### src/rtl/lift_pkg.sv
// Shared floor codes, request indices and dwell-state types for the lift call panel.
package lift_pkg;

  localparam int unsigned NUM_FLOORS = 4;
  localparam int unsigned FLOOR_W    = 3;
  localparam int unsigned IDX_W      = 2;

  localparam logic [FLOOR_W-1:0] FL_A  = 3'd0;
  localparam logic [FLOOR_W-1:0] FL_BU = 3'd1;
  localparam logic [FLOOR_W-1:0] FL_BD = 3'd2;
  localparam logic [FLOOR_W-1:0] FL_CU = 3'd3;
  localparam logic [FLOOR_W-1:0] FL_CD = 3'd4;
  localparam logic [FLOOR_W-1:0] FL_D  = 3'd5;

  localparam int unsigned IDX_A = 0;
  localparam int unsigned IDX_B = 1;
  localparam int unsigned IDX_C = 2;
  localparam int unsigned IDX_D = 3;

  typedef enum logic {
    IDLE,
    DWELL
  } dwell_state_e;

  typedef struct packed {
    logic             valid;
    logic [IDX_W-1:0] idx;
  } floor_dec_t;

  // Up/down variants of B and C collapse onto one physical floor; 6/7 are not floors.
  function automatic floor_dec_t decode_floor(input logic [FLOOR_W-1:0] code);
    floor_dec_t d;
    d.valid = 1'b1;
    d.idx   = '0;
    case (code)
      FL_A:         d.idx = IDX_W'(IDX_A);
      FL_BU, FL_BD: d.idx = IDX_W'(IDX_B);
      FL_CU, FL_CD: d.idx = IDX_W'(IDX_C);
      FL_D:         d.idx = IDX_W'(IDX_D);
      default:      d.valid = 1'b0;
    endcase
    return d;
  endfunction

endpackage

### src/rtl/lift_call_panel_if.sv
// Button/floor inputs and request/status outputs between the pads, panel and lift FSM.
interface lift_call_panel_if;
  import lift_pkg::*;

  logic [NUM_FLOORS-1:0] btn;
  logic [FLOOR_W-1:0]    floor;
  logic                  ra;
  logic                  rb;
  logic                  rc;
  logic                  rd;
  logic                  door_open;
  logic                  floor_err;

  modport master (
    output btn, floor,
    input  ra, rb, rc, rd, door_open, floor_err
  );

  modport slave (
    input  btn, floor,
    output ra, rb, rc, rd, door_open, floor_err
  );

endinterface

### src/rtl/lift_btn_debounce.sv
// One call button: 2-FF synchroniser, level debouncer and rising-edge press pulse.
module lift_btn_debounce #(
  parameter int unsigned DEBOUNCE_CYCLES = 4
) (
  input  logic clk,
  input  logic rst,
  input  logic btn,
  output logic press_c
);

  localparam int unsigned CW = $clog2(DEBOUNCE_CYCLES + 1);

  logic          sync1;
  logic          sync2;
  logic          level;
  logic          level_d;
  logic [CW-1:0] cnt;

  // A sample equal to the accepted level restarts the count, so only an unbroken run switches it.
  always_ff @(posedge clk or negedge rst) begin
    if (!rst) begin
      sync1   <= 1'b0;
      sync2   <= 1'b0;
      level   <= 1'b0;
      level_d <= 1'b0;
      cnt     <= '0;
    end else begin
      sync1   <= btn;
      sync2   <= sync1;
      level_d <= level;
      if (sync2 == level) begin
        cnt <= '0;
      end else if (cnt >= CW'(DEBOUNCE_CYCLES - 1)) begin
        level <= sync2;
        cnt   <= '0;
      end else begin
        cnt <= cnt + CW'(1);
      end
    end
  end

  assign press_c = level & ~level_d;

endmodule

### src/rtl/lift_call_panel.sv
// Latches debounced call presses as floor requests and clears each one after the car dwells there.
module lift_call_panel
  import lift_pkg::*;
#(
  parameter int unsigned DEBOUNCE_CYCLES = 4,
  parameter int unsigned DWELL_CYCLES    = 3
) (
  input  logic               clk,
  input  logic               rst,
  lift_call_panel_if.slave   bus
);

  localparam int unsigned DW = $clog2(DWELL_CYCLES + 1);

  logic [NUM_FLOORS-1:0] press_c;
  floor_dec_t            dec_c;

  dwell_state_e          state_q, state_n;
  logic [DW-1:0]         cnt_q, cnt_n;
  logic [IDX_W-1:0]      cur_q, cur_n;
  logic [NUM_FLOORS-1:0] req_q, req_n;
  logic                  door_q, door_n;
  logic                  err_q, err_n;

  for (genvar i = 0; i < NUM_FLOORS; i++) begin : g_btn
    lift_btn_debounce #(
      .DEBOUNCE_CYCLES(DEBOUNCE_CYCLES)
    ) u_debounce (
      .clk     (clk),
      .rst     (rst),
      .btn     (bus.btn[i]),
      .press_c (press_c[i])
    );
  end

  assign dec_c = decode_floor(bus.floor);

  always_ff @(posedge clk or negedge rst) begin
    if (!rst) begin
      state_q <= IDLE;
      cnt_q   <= '0;
      cur_q   <= '0;
      req_q   <= '0;
      door_q  <= 1'b0;
      err_q   <= 1'b0;
    end else begin
      state_q <= state_n;
      cnt_q   <= cnt_n;
      cur_q   <= cur_n;
      req_q   <= req_n;
      door_q  <= door_n;
      err_q   <= err_n;
    end
  end

  // A press always sets its request; at the dwell floor it also restarts the door timer.
  always_comb begin
    state_n = state_q;
    cnt_n   = cnt_q;
    cur_n   = cur_q;
    door_n  = door_q;
    err_n   = err_q;
    req_n   = req_q | press_c;

    if (!dec_c.valid) begin
      err_n = 1'b1;
    end

    case (state_q)
      IDLE: begin
        cnt_n  = '0;
        door_n = 1'b0;
        if (dec_c.valid && req_q[dec_c.idx]) begin
          state_n = DWELL;
          cnt_n   = DW'(1);
          door_n  = 1'b1;
          cur_n   = dec_c.idx;
        end
      end
      DWELL: begin
        if (!dec_c.valid || (dec_c.idx != cur_q)) begin
          state_n = IDLE;
          cnt_n   = '0;
          door_n  = 1'b0;
        end else if (press_c[cur_q]) begin
          cnt_n = DW'(1);
        end else if (cnt_q >= DW'(DWELL_CYCLES)) begin
          req_n[cur_q] = 1'b0;
          state_n      = IDLE;
          cnt_n        = '0;
          door_n       = 1'b0;
        end else begin
          cnt_n = cnt_q + DW'(1);
        end
      end
      default: begin
        state_n = IDLE;
        cnt_n   = '0;
        door_n  = 1'b0;
      end
    endcase
  end

  assign bus.ra        = req_q[IDX_A];
  assign bus.rb        = req_q[IDX_B];
  assign bus.rc        = req_q[IDX_C];
  assign bus.rd        = req_q[IDX_D];
  assign bus.door_open = door_q;
  assign bus.floor_err = err_q;

endmodule
### src/flat_wrapper.sv
// flat-port wrapper written by rule: the top's interface ports become plain ports
module lift_call_panel_flat import lift_pkg::*;
#(
  parameter int unsigned DEBOUNCE_CYCLES = 4,
  parameter int unsigned DWELL_CYCLES    = 3
)
  (clk, rst, bus_btn, bus_floor, bus_ra, bus_rb, bus_rc, bus_rd, bus_door_open, bus_floor_err);
  lift_call_panel_if bus_i ();
  input  logic clk;
  input  logic rst;
  input wire logic [$bits(bus_i.btn)-1:0] bus_btn;
  input wire logic [$bits(bus_i.floor)-1:0] bus_floor;
  output wire logic [$bits(bus_i.ra)-1:0] bus_ra;
  output wire logic [$bits(bus_i.rb)-1:0] bus_rb;
  output wire logic [$bits(bus_i.rc)-1:0] bus_rc;
  output wire logic [$bits(bus_i.rd)-1:0] bus_rd;
  output wire logic [$bits(bus_i.door_open)-1:0] bus_door_open;
  output wire logic [$bits(bus_i.floor_err)-1:0] bus_floor_err;
  assign bus_i.btn = bus_btn;
  assign bus_i.floor = bus_floor;
  assign bus_ra = bus_i.ra;
  assign bus_rb = bus_i.rb;
  assign bus_rc = bus_i.rc;
  assign bus_rd = bus_i.rd;
  assign bus_door_open = bus_i.door_open;
  assign bus_floor_err = bus_i.floor_err;
  lift_call_panel #(.DEBOUNCE_CYCLES(DEBOUNCE_CYCLES), .DWELL_CYCLES(DWELL_CYCLES)) u_core (.clk(clk), .rst(rst), .bus(bus_i));
endmodule
### config.mk
export PLATFORM = sky130hd
export DESIGN_NAME = lift_call_panel_flat
export DESIGN_NICKNAME = d
export VERILOG_FILES = /design/src/rtl/lift_pkg.sv /design/src/rtl/lift_call_panel_if.sv /design/src/rtl/lift_btn_debounce.sv /design/src/rtl/lift_call_panel.sv /design/src/flat_wrapper.sv
export SDC_FILE = /design/constraint.sdc
export NUM_CORES = 1
export LEC_CHECK = 0
export BUFFER_PORTS_ARGS = -buffer_cell sky130_fd_sc_hd__buf_2
export CAP_MARGIN = 20
export CELL_PAD_IN_SITES_DETAIL_PLACEMENT = 0
export CELL_PAD_IN_SITES_GLOBAL_PLACEMENT = 1
export CORE_MARGIN = 2
export CORE_UTILIZATION = 50
export CTS_BUF_LIST = sky130_fd_sc_hd__clkbuf_2
export DETAILED_ROUTE_END_ITERATION = 16
export GPL_TIMING_DRIVEN = 0
export PLACE_DENSITY_LB_ADDON = 0.1
export REMOVE_ABC_BUFFERS = 1
export SLEW_MARGIN = 10
export SYNTH_ARGS = -nofsm -noshare
export SYNTH_HDL_FRONTEND = slang
export SYNTH_SLANG_ARGS = --single-unit
### constraint.sdc
create_clock -name clk -period 2.1 [get_ports clk]
set_clock_uncertainty 0.15 [all_clocks]
set_input_delay 0.42 -clock clk [delete_from_list [all_inputs] [get_ports clk]]
set_output_delay 0.42 -clock clk [all_outputs]
set_load 0.02 [all_outputs]
Word level (Yosys, flattened, before mapping). Index checks and enable logic that the tools add are counted.

$add $sub $neg: 5. Order comparisons: 8. Equality and inequality tests: 12. Muxes and demuxes: 34. Bitwise gates (word level): 16. Reduce and logical (&&, ||, !) cells: 14.

Operators with widths (number): $mux 3 (8); $mux 4 (4); $add 3x1->3 const B (4); $ge 3x2->1 const B (4); $mux 1 (12); $reduce_and 2->1 (6); $not 1->1 (9); $eq 3x2->1 const B (2); $eq 3x3->1 const B (2); $lt 2x3->1 const B (2); $mux 2 (3); $ne 3x3->1 const B (2); $pmux 2 s3 (1); $reduce_or 6->1 (1); $and 1x1->1 (4); $and 4x4->4 (1); $bmux 1 s2 (2); $eq 1x1->1 (4); $not 4->4 (1); $or 4x4->4 (1); $pmux 1 s2 (2); $pmux 2 s2 (1); $reduce_or 2->1 (2); $eq 3x1->1 const B (1); 9 further kinds (10).

Register bits: 39. Input bits: 9. Output and inout bits: 6. Word-level logic and storage cells: 115.

Longest topological paths before layout. Gate-level depths: netlist (run 1).

Word-level depth: 10. Mapped depth: 6. Mapped depth without buffers: 4.

By module. From an unflattened synthesis (run 1), not the netlist that was laid out.

Cells, all modules: 127. Area total of the unflattened synthesis: 1682.9 sq um.

By module, submodules not included: lift_btn_debounce (instances 4, cells each 17, area an instance 261.5 sq um, sequential area each 175.2 sq um); lift_call_panel (instances 1, cells each 59, area an instance 636.9 sq um, sequential area each 275.3 sq um).

Least setup slack after synthesis (run 1). OpenSTA, ideal clock, no wires.

Kind: in2reg. From: input bus_floor[0]. To: register u_core.cur_q[0]. Setup time: 0.125 ns. Arrival: 1.709 ns. Required time: 1.825 ns. Path slack: 0.115 ns. Stages on the path: 6. Path through: buf_4 -> nor4bb_1 -> a211o_1 -> or3_1 -> buf_2 -> mux2_4.

Longest elaborated chain between the ends: 7. Elaborated cells on any way between the ends: 15.

RTL lines: start, declared (RTL line flat_wrapper.sv:12) `input wire logic [$bits(bus_i.floor)-1:0] bus_floor;`; $eq 3x2->1, or another cell as far along (RTL line lift_pkg.sv:35) `case (code)`; $reduce_or 2->1 (on tied branches); $pmux 2 s3 (RTL line lift_pkg.sv:35); $bmux 1 s2 (RTL line lift_call_panel.sv:73) `if (dec_c.valid && req_q[dec_c.idx]) begin`; $mux 1 (implied by the code) (RTL line lift_call_panel.sv:73); $logic_and 1x1->1 (RTL line lift_call_panel.sv:73); $reduce_and 2->1 (no source line); end signal, assigned (RTL line lift_call_panel.sv:49) `cur_q <= cur_n;`; end, declared (RTL line lift_call_panel.sv:20) `logic [IDX_W-1:0] cur_q, cur_n;`.

Parallel ways exist; a longest one is shown, timed or not. The select of a mux whose other input is x is not followed. A chain may end at the register's enable or synchronous reset.

Worst setup path in the final report (run 1).
From: register u_core.cur_q[0]. To: register u_core.cnt_q[0].

Longest elaborated chain between the ends: 5. Elaborated cells on any way between the ends: 7.

RTL lines: $bmux 1 s2 (RTL line lift_call_panel.sv:85) `end else if (press_c[cur_q]) begin`; $mux 1 (implied by the code) (RTL line lift_call_panel.sv:85); $mux 2 (RTL line lift_call_panel.sv:85); $mux 2 (*) (RTL line lift_call_panel.sv:81) `if (!dec_c.valid || (dec_c.idx != cur_q)) begin`; $pmux 2 s2 (*) (RTL line lift_call_panel.sv:69) `case (state_q)`; via u_core.cnt_n[0] (RTL line lift_call_panel.sv:19) `logic [DW-1:0] cnt_q, cnt_n;`; end signal, assigned (RTL line lift_call_panel.sv:48) `cnt_q <= cnt_n;`; end, declared (RTL line lift_call_panel.sv:19).

The timed path passes the listed nets; every way through them passes the cells marked *. The select of a mux whose other input is x is not followed.

==> results of run 1 <==
==> report_power, final <==
group          total, uW  internal, uW  switching [uW]
sequential          1130           965             170
clock                312          91.0             221
combinational        623           338             284
total               2070          1390             676
==> sequential cells by signal, summed over array words and instances, names as in the netlist, 2 cells and up <==
name                             count
u_core.g_btn.u_debounce.cnt         12
u_core.g_btn.u_debounce.level        4
u_core.g_btn.u_debounce.level_d      4
u_core.g_btn.u_debounce.sync1        4
u_core.g_btn.u_debounce.sync2        4
u_core.req_q                         4
u_core.cnt_q                         2
u_core.cur_q                         2
==> timing repair <==
action                                 4_1_cts  5_1_grt
hold buffers                                 5        0
endpoints found under the hold margin       43        0
resized for setup                            0        0
==> placed cells by master, fill, tap and decap left out, drive strengths merged, types with 2 or more instances in the layout <==
| cell type | instances |
|---|---|
| ha | 9 |
| xnor2 | 6 |
| clkbuf | 7 |
| nor3 | 4 |
| o41a | 2 |
| nor3b | 4 |
| nor2 | 2 |
| and3b | 4 |
| dlygate4sd3 | 5 |
| mux2 | 6 |
| a211oi | 4 |
| nand2b | 8 |
| o21ai | 2 |
| buf | 14 |
| inv | 8 |
| dfrtp | 39 |
| nand2 | 3 |
==> worst max path at each step <==
| stage | startpoint | to | slack, ns | cells after the start |
|---|---|---|---|---|
| after CTS | u_core.cur_q[0]$_DFFE_PN0P_ | u_core.cnt_q[0]$_DFF_PN0_ | 0.25 | 4 |
| after floorplan | bus_floor[2] | u_core.cur_q[0]$_DFFE_PN0P_ | 0.27 | 4 |
| after global placement | bus_floor[2] | u_core.cur_q[0]$_DFFE_PN0P_ | 0.03 | 5 |
| after global routing | u_core.cur_q[0]$_DFFE_PN0P_ | u_core.cnt_q[0]$_DFF_PN0_ | 0.11 | 4 |
| final | u_core.cur_q[0]$_DFFE_PN0P_ | u_core.cnt_q[0]$_DFF_PN0_ | 0.27 | 4 |
| after detailed placement | bus_floor[2] | u_core.cur_q[0]$_DFFE_PN0P_ | 0.03 | 5 |
==> per-layer routing <==
metal	wire (um)	up-vias
met1	1050	496
met3	107	5
met4	44	0
met2	1210	19
met5	0	-
li1	-	494
==> cell families (layout without fill, tap and decap cells) <==
family | after synthesis | after routing | synth area share (%)
compound gates | 20 | 20 | 9.14
simple gates | 33 | 33 | 12.8
xor+xnor | 6 | 6 | 3.15
mux | 8 | 8 | 6.22
fa+ha+maj | 9 | 9 | 6.74
flops | 39 | 39 | 58.4
buf+inv | 12 | 35 | 3.52
==> layout make-up <==
cell class	count	share of cell area (%)
tap	44	2.96
timing repair buffer	19	6.47
multi-input combinational	76	34.2
clock inverter	1	0.270
inverter	8	1.62
clock buffer	7	1.89
sequential	39	52.6
==> through the flow <==
stage	instance area (um2)	utilization [%]	hold WS [ns]	setup slack, ns	std cells
2_1_floorplan	1640	-	-0.0256	0.271	123
3_3_place_gp	1770	56.5	0.186	0.0338	181
3_5_place_dp	1770	56.5	0.191	0.0346	181
4_1_cts	1860	59.4	0.149	0.251	194
5_1_grt	1860	59.4	0.143	0.114	194
6_report	1860	59.4	0.177	0.271	194
==> run summary, run 1 <==
total number of vias: 1014
LEAKAGE: 0.000833 uW
Final Max Tran Viols: 0
DIE WIDTH: 61.8 um
fill cell total of the finished layout: 271
Power Density: 1110 mW/mm2
n_diodes: 0
crit path capture type: flop
final wirelength: 2.42 mm
largest net degree at the start of global routing: 40
setup violators final: 0
Worst Reg2Reg Path Length in Cells: 4
Hold Crit Start: bus_floor[1]
num rows: 20
area delta synth->final: 11.2%
distinct cell type count after synthesis: 40
met2 Use GR: 27.5%
Post-Route Setup TNS: 0 ns
Post-synth top cells: dfrtp_1, ha_1, inv_1, nand2b_1, xnor2_1
TritonCTS clock tree: yes
Slew HR: 44.6%
First DRT Iteration DRCs: 72
CTS Buf Count: 5
share of layout cells above drive strength 1: 20.0%
mean post-synth cell area: 13.2 um2
Pre-Repair DR Iteration Count: 4
Max rail drop VDD: 512 uV
Post-DRT Antenna Nets: 0
initial antenna violation count: 0
Async SR Flop Fraction: 100%
first-pass GRT wire length: 4.32 mm
fmax: 0.547 GHz
Power Total: 2070 uW
remaining routing DRC violations: 0
grt total ovfl: 0
Root Driver: clkbuf_2
Post-DP HPWL: 1.75 mm
Seq/Total Area, Yosys: 58.4%
count leader, synth: dfrtp_1
Worst Hold Class: in -> reg
Worst Hold Depth: 2
crit share post-route: 87.1%
Area contributors post-synth: dfrtp_1, ha_1, mux2_2, xnor2_1, nand2b_1
CP top delay family: compound AO/OA/AOI/OAI gates
met1 Use GR: 18.2%
WL/cell: 12.5 um
Worst Tran Pin Value: 0.831 ns
Nets: 167
synth warn: 0
crit path launch type: flop
Arrival @ worst endpoint: 1.93 ns
unrepaired setup endpoints after global routing: no
worst-path cell chain: xnor2_1 > and4_1 > a31oi_1 > o21ai_0
Starting Density: 53.4%
vias per inst: 5.23
Hold Path Sink: u_core.bus.floor_err$_DFFE_PN0N_
Syn Inst Count: 127
Die Area: 0.00382 mm2
Yosys top cell by area: dfrtp_1
GPL Wtd Cong: 0.740
R2R Path Start: u_core.cur_q[0]$_DFFE_PN0P_
Core Area: 0.00313 mm2
Post-synth EDFFs: 0
Reg area: 976 um2
area of the multi-input gates: 636 um2
Crit path largest cell delay: 0.52 ns
post-CTS setup buffers: 0
Crit-path slowest cell: dfrtp_1
H-Tree Level Count: 2
synthesized flop and latch total: 39
CP bufs+invs: 0
Synth Cell Area: 0.00167 mm2
Synth top area share: 58.4%
vias in the first global route: 990
Clock Tree Buf Depth: 2
Max-Cap Viols: 0
Synth Flop Type: dfrtp_1
Clock Latency Late Sink: 0.37 ns
Die Y: 61.8 um
outcome: complete, no violations
clk sinks: 39
GRT Util Overall: 16.1%
Worst Setup Path Type: reg -> reg
Fin. Hold Viols: 0
min Tclk post-route: 1.83 ns
M3 GR Usage: 6.21%
# IOs: 15
IO Port Bufs: 14
r2r endpoint: u_core.cnt_q[0]$_DFF_PN0_
worst-path maximum fanout: 8
worst reg2reg setup slack: 0.27 ns
Reg clk slew, reported paths: 0.18 ns
Req. time, crit path: 2.21 ns
grt peak-use layer: met2
Power figures use the tool's default switching activity.
==> inputs of run 2 (changes only) <==
- REMOVE_ABC_BUFFERS: 1 -> not set
==> run 2 against run 1 <==
Clock-buffer cell count down 1; utilization up 0.68 points; critical endpoint unchanged; worst hold slack worse by 0.076 ns; first-iteration DRC count up 5.6%; register-to-register slack worse by 0.06 ns.
==> run summary, run 2 (synthesis results as in run 1) <==
outcome: complete, no violations
Die Y: 61.8 um (unchanged)
DIE WIDTH: 61.8 um (unchanged)
met1 Use GR: 18.8% (+0.61 points)
H-Tree Level Count: 2 (unchanged)
Comb pwr share: 31.8% (+1.7 points)
final wirelength: 2.49 mm (+3.1%)
Root Driver: clkbuf_2
Largest Register: u_core.g_btn.u_debounce.cnt
worst-path maximum fanout: 8 (unchanged)
Slew HR: 44.4% (-0.12 points)
cell area after layout: 0.00188 mm2 (+1.1%)
Int Pwr: 1400 uW (+0.52%)
Clock Tree Buf Depth: 2 (unchanged)
Req. time, crit path: 2.23 ns (+0.02 ns)
Starting Density: 53.4% (unchanged)
vias in the first global route: 1022 (+3.2%)
# IOs: 15 (unchanged)
Max-Cap Viols: 0 (unchanged)
total number of vias: 1020 (+0.59%)
largest net degree at the start of global routing: 40 (unchanged)
post-CTS setup buffers: 0 (unchanged)
Worst Tran Pin Value: 0.833 ns (+0.00185 ns)
Post-Route Setup TNS: 0 ns (unchanged)
grt total ovfl: 0 (unchanged)
WL/cell: 12.7 um (+2.1%)
area delta synth->final: 12.4%
Mapped Nets: 145
sw power: 695 uW (+2.9%)
TritonCTS clock tree: yes
crit share post-route: 89.7% (+2.6 points)
unrepaired setup endpoints after global routing: no
remaining routing DRC violations: 0 (unchanged)
vias per inst: 5.20 (-0.43%)
crit path capture type: flop
most common cell after layout, fill and taps aside: dfrtp_1
Flop pwr share: 53.0% (-1.8 points)
Worst Setup Path Type: reg -> reg
min Tclk post-route: 1.88 ns (+0.0556 ns)
Power Density: 1120 mW/mm2 (+0.15%)
max reg flops: 12 (unchanged)
First DRT Iteration DRCs: 76 (+5.6%)
M3 GR Usage: 5.59% (-0.62 points)
num rows: 20 (unchanged)
GPL Wtd Cong: 0.735 (-0.70%)
Fin. Hold Viols: 0 (unchanged)
Nets: 169 (+1.2%)
most frequent cells in the layout: dfrtp_1, buf_2, ha_1, inv_1, nand2b_1
Post-DRT Antenna Nets: 0 (unchanged)
LEAKAGE: 0.000840 uW (+0.83%)
setup violators final: 0 (unchanged)
Final Max Tran Viols: 0 (unchanged)
Arrival @ worst endpoint: 2.01 ns (+0.08 ns)
first-pass GRT wire length: 4.32 mm (unchanged)
part of the power in the clock network: 15.2% (about the same)
grt peak-use layer: met2
switching share of power: 33.2% (+0.52 points)
Pre-Repair DR Iteration Count: 2 (-2)
Worst Hold Class: in -> reg
initial antenna violation count: 0 (unchanged)
Post-DP HPWL: 1.81 mm (+3.3%)
IO Port Bufs: 12 (-2)
met2 Use GR: 27.1% (-0.45 points)
Die Area: 0.00382 mm2 (unchanged)
fmax: 0.531 GHz (-2.9%)
Max rail drop VDD: 512 uV (about the same)
clk sinks: 39 (unchanged)
Gates resized, CTS repair: 0 (unchanged)
post-placement cell area: 0.00179 mm2 (+1.1%)
crit path launch type: flop
n_diodes: 0 (unchanged)
CTS Buf Count: 5 (unchanged)
Reg clk slew, reported paths: 0.19 ns (about the same)
Core Area: 0.00313 mm2 (unchanged)
post-layout util: 60.0% (+0.68 points)
Power Total: 2100 uW (+1.3%)
share of layout cells above drive strength 1: 21.1% (+1.1 points)
Clock Latency Late Sink: 0.40 ns (+0.03 ns)
GRT Util Overall: 16.1% (-0.065 points)
==> run 2: power by group through the flow <==
stage / logic [uW] / clock network (uW) / registers, uW
global placement: 644 / 0 / 1120
CTS: 680 / 338 / 1120
floorplan: 526 / 0 / 1110
detailed placement: 670 / 0 / 1130
finish: 666 / 319 / 1110
global route: 769 / 369 / 1140
==> run 2: repair_timing <==
action,CTS,global route
hold buffers,5,0
endpoints found under the setup margin,0,0
endpoints found under the hold margin,43,0
==> run 2: worst paths after layout <==
check	to	slack [ns]	start	cells past startpoint
worst max-delay path	u_core.cnt_q[0]$_DFF_PN0_	0.22	u_core.cur_q[0]$_DFFE_PN0P_	5
worst min-delay path	u_core.bus.floor_err$_DFFE_PN0N_	0.10	bus_floor[2]	2
worst max register to register	u_core.cnt_q[0]$_DFF_PN0_	0.22	u_core.cur_q[0]$_DFFE_PN0P_	5
worst min register to register	u_core.g_btn[2].u_debounce.sync2$_DFF_PN0_	0.22	u_core.g_btn[2].u_debounce.sync1$_DFF_PN0_	0
max in group asynchronous	u_core.g_btn[0].u_debounce.level_d$_DFF_PN0_	0.79	rst	2
min in group asynchronous	u_core.cnt_q[1]$_DFF_PN0_	0.48	rst	2
==> run 2: layer usage <==
layer  part of all wire, %  wire (um)
met4                   1.4         34
met2                    49       1230
met5                     0          0
met1                    45       1110
met3                   4.8        119
==> run 2: area by class of cell <==
cell class	instances	area [um2]
fill	289	1250
sequential	39	976
multi-input combinational	76	636
timing repair buffer	17	110
tap	44	55.1
clock buffer	6	30.0
inverter	8	30.0
buffer	4	28.8
clock inverter	2	12.5
==> run 2: metrics by stage <==
step	cells	hold WS (ns)	setup WS [ns]
6_report	196	0.101	0.215
5_1_grt	196	0.0699	0.0448
4_1_cts	196	0.0777	0.221
3_5_place_dp	183	0.186	0.0680
3_3_place_gp	183	0.183	0.0730
2_1_floorplan	127	-0.0256	0.116
==> run 2: worst max-delay path, stage by stage (launching register included) <==
cell and delay, ns:
dfrtp_1 0.40, buf_2 0.17, xnor2_1 0.13, and4_1 0.19
a31oi_1 0.52, o21ai_0 0.21
==> inputs of run 3 (changes only) <==
- CORE_UTILIZATION: 50 -> 45
- clock period: 2.1 -> 1.7 ns (I/O delays scaled with it)
==> run 3 against run 2 <==
First-iteration DRC count shrank 47%; clock-buffer cell count shrank 1; clock power grew 64%; setup slack lost 0.20 ns; global-route usage shrank 0.92 points.
==> run summary, run 3 (synthesis results as in run 1) <==
outcome: complete, no violations
unrepaired setup endpoints after global routing: yes
Post-DRT Antenna Nets: 0 (unchanged)
Largest Register: u_core.g_btn.u_debounce.cnt
Arrival @ worst endpoint: 1.84 ns (-0.17 ns)
GPL Wtd Cong: 0.742 (+0.88%)
Max rail drop VDD: 662 uV (+29%)
DIE WIDTH: 64.9 um (+5.1%)
IO Port Bufs: 12 (unchanged)
Root Driver: clkbuf_2
CP bufs+invs: 1 (unchanged)
setup violators final: 0 (unchanged)
Crit path largest cell delay: 0.55 ns (+0.03 ns)
grt total ovfl: 0 (unchanged)
vias in the first global route: 1065 (+4.2%)
First DRT Iteration DRCs: 40 (-47%)
largest net degree at the start of global routing: 40 (unchanged)
post-layout util: 60.6% (+0.54 points)
Hold Path Sink: u_core.bus.floor_err$_DFFE_PN0N_
first-pass GRT wire length: 4.68 mm (+8.3%)
Worst Tran Pin Value: 0.835 ns (+0.00180 ns)
crit path launch type: flop
Final Max Tran Viols: 0 (unchanged)
crit path capture type: flop
Inst Count DP: 187 (+2.2%)
Max-Cap Viols: 0 (unchanged)
area delta synth->final: 30.8%
Req. time, crit path: 1.85 ns (-0.38 ns)
Finished Layout Cells: 216 (+10%)
clk sinks: 39 (unchanged)
remaining routing DRC violations: 0 (unchanged)
Core Area: 0.00361 mm2 (+15%)
Pre-Repair DR Iteration Count: 4 (+2)
final wirelength: 2.83 mm (+13%)
GRT Util Overall: 15.1% (-0.92 points)
num rows: 22 (+10%)
Worst Hold Class: in -> reg
Mapped Nets: 145 (unchanged)
crit share post-route: 99.4% (+9.6 points)
most frequent cells in the layout: dfrtp_1, buf_4, buf_2, inv_1, ha_1
r2r endpoint: u_core.bus.door_open$_DFFE_PN0P_
CP top delay family: multiplexers
Die Y: 64.9 um (+5.1%)
Power Density: 1470 mW/mm2 (+31%)
H-Tree Level Count: 2 (unchanged)
Slew HR: 44.3% (-0.12 points)
Worst Reg2Reg Path Length in Cells: 4 (-1)
Final Hold Slack: 0.0486 ns (-0.0522 ns)
most common cell after layout, fill and taps aside: dfrtp_1
min Tclk post-route: 1.69 ns (-0.196 ns)
Reg clk slew, reported paths: 0.18 ns (about the same)
Worst Setup Path Type: reg -> reg
Post-DP HPWL: 1.82 mm (+0.85%)
# IOs: 15 (unchanged)
Fin. Hold Viols: 0 (unchanged)
R2R Path Start: u_core.cur_q[0]$_DFFE_PN0P_
Crit-path slowest cell: mux4_2
share of layout cells above drive strength 1: 39.9% (+19 points)
max reg flops: 12 (unchanged)
Nets: 185 (+9.5%)
Hold Crit Start: bus_floor[2]
fill cell total of the finished layout: 300 (+3.8%)
total number of vias: 1080 (+5.9%)
Worst Hold Depth: 2 (unchanged)
initial antenna violation count: 0 (unchanged)
LEAKAGE: 0.000989 uW (+18%)
worst reg2reg setup slack: 0.01 ns (-0.20 ns)
fmax: 0.592 GHz (+12%)
n_diodes: 0 (unchanged)
WL/cell: 13.1 um (+2.8%)
vias per inst: 5.00 (-3.9%)
worst-path maximum fanout: 7 (-1)
Clock Latency Late Sink: 0.37 ns (-0.03 ns)
Die Area: 0.00422 mm2 (+10%)
Starting Density: 46.3% (-7.1 points)
worst-path cell chain: buf_6 > mux4_2 > and2_4 > o31ai_2
TritonCTS clock tree: yes
Clock Tree Buf Depth: 2 (unchanged)
CTS Buf Count: 5 (unchanged)
## run 3: cell types whose count changed in the layout (fill, tap and decap cells not counted), sizes merged
cell      change
clkbuf        -1
clkinvlp      -1
bufinv        +1
clkinv        +1
buf          +16
## run 3: layout make-up
type | count | area, um2 | area share (%)
Sequential cell | 39 | 978 | 44.8
Multi-Input combinational cell | 76 | 767 | 35.1
Timing Repair Buffer | 34 | 244 | 11.2
Tap cell | 48 | 60.1 | 2.75
Buffer | 3 | 41.3 | 1.89
Clock inverter | 3 | 38.8 | 1.78
Inverter | 8 | 30.0 | 1.37
Clock buffer | 5 | 25.0 | 1.15
## run 3: repair_timing
action / in CTS / in global routing
pin swaps: 5 / 11
hold buffers: 5 / 0
setup buffers: 5 / 12
hold endpoints to repair: 43 / 0
gates cloned: 0 / 0
endpoints found under the setup margin: 13 / 13
gates resized for setup: 6 / 25
## run 3: stage by stage
stage	cell area (um2)	setup TNS [ns]	worst slack, ns	power, uW
2_1_floorplan	1690	-0.201	-0.189	2030
3_3_place_gp	1810	-1.16	-0.221	2200
3_5_place_dp	1810	-1.19	-0.225	2250
4_1_cts	1990	-0.0480	-0.0372	2880
5_1_grt	2180	-0.0676	-0.0280	3450
6_report	2180	0	0.0109	3210
## run 3: worst max-delay path by stage
stage                                                 start                          endpoint  cells past startpoint
6_report                        u_core.cur_q[0]$_DFFE_PN0P_  u_core.bus.door_open$_DFFE_PN0P_                      4
5_1_grt        u_core.g_btn[3].u_debounce.level$_DFFE_PN0P_  u_core.bus.door_open$_DFFE_PN0P_                      4
4_1_cts                            u_core.state_q$_DFF_PN0_       u_core.cur_q[0]$_DFFE_PN0P_                      4
3_5_place_dp                                   bus_floor[2]       u_core.cur_q[0]$_DFFE_PN0P_                      6
3_3_place_gp                                   bus_floor[2]       u_core.cur_q[0]$_DFFE_PN0P_                      6
2_1_floorplan                                  bus_floor[2]       u_core.cur_q[0]$_DFFE_PN0P_                      6
## run 3: per-layer routing
layer	up-vias	track usage [%]	part of all wire [%]
met2	12	25.8	54
met4	0	7.18	1.6
li1	530	-	-
met3	5	5.21	3.0
met1	533	16.9	42
met5	-	0	0
## run 3: power breakdown
| part | internal [uW] | switching, uW | total [uW] |
|---|---|---|---|
| clock | 242 | 281 | 523 |
| combinational | 761 | 522 | 1280 |
| sequential | 1200 | 204 | 1400 |
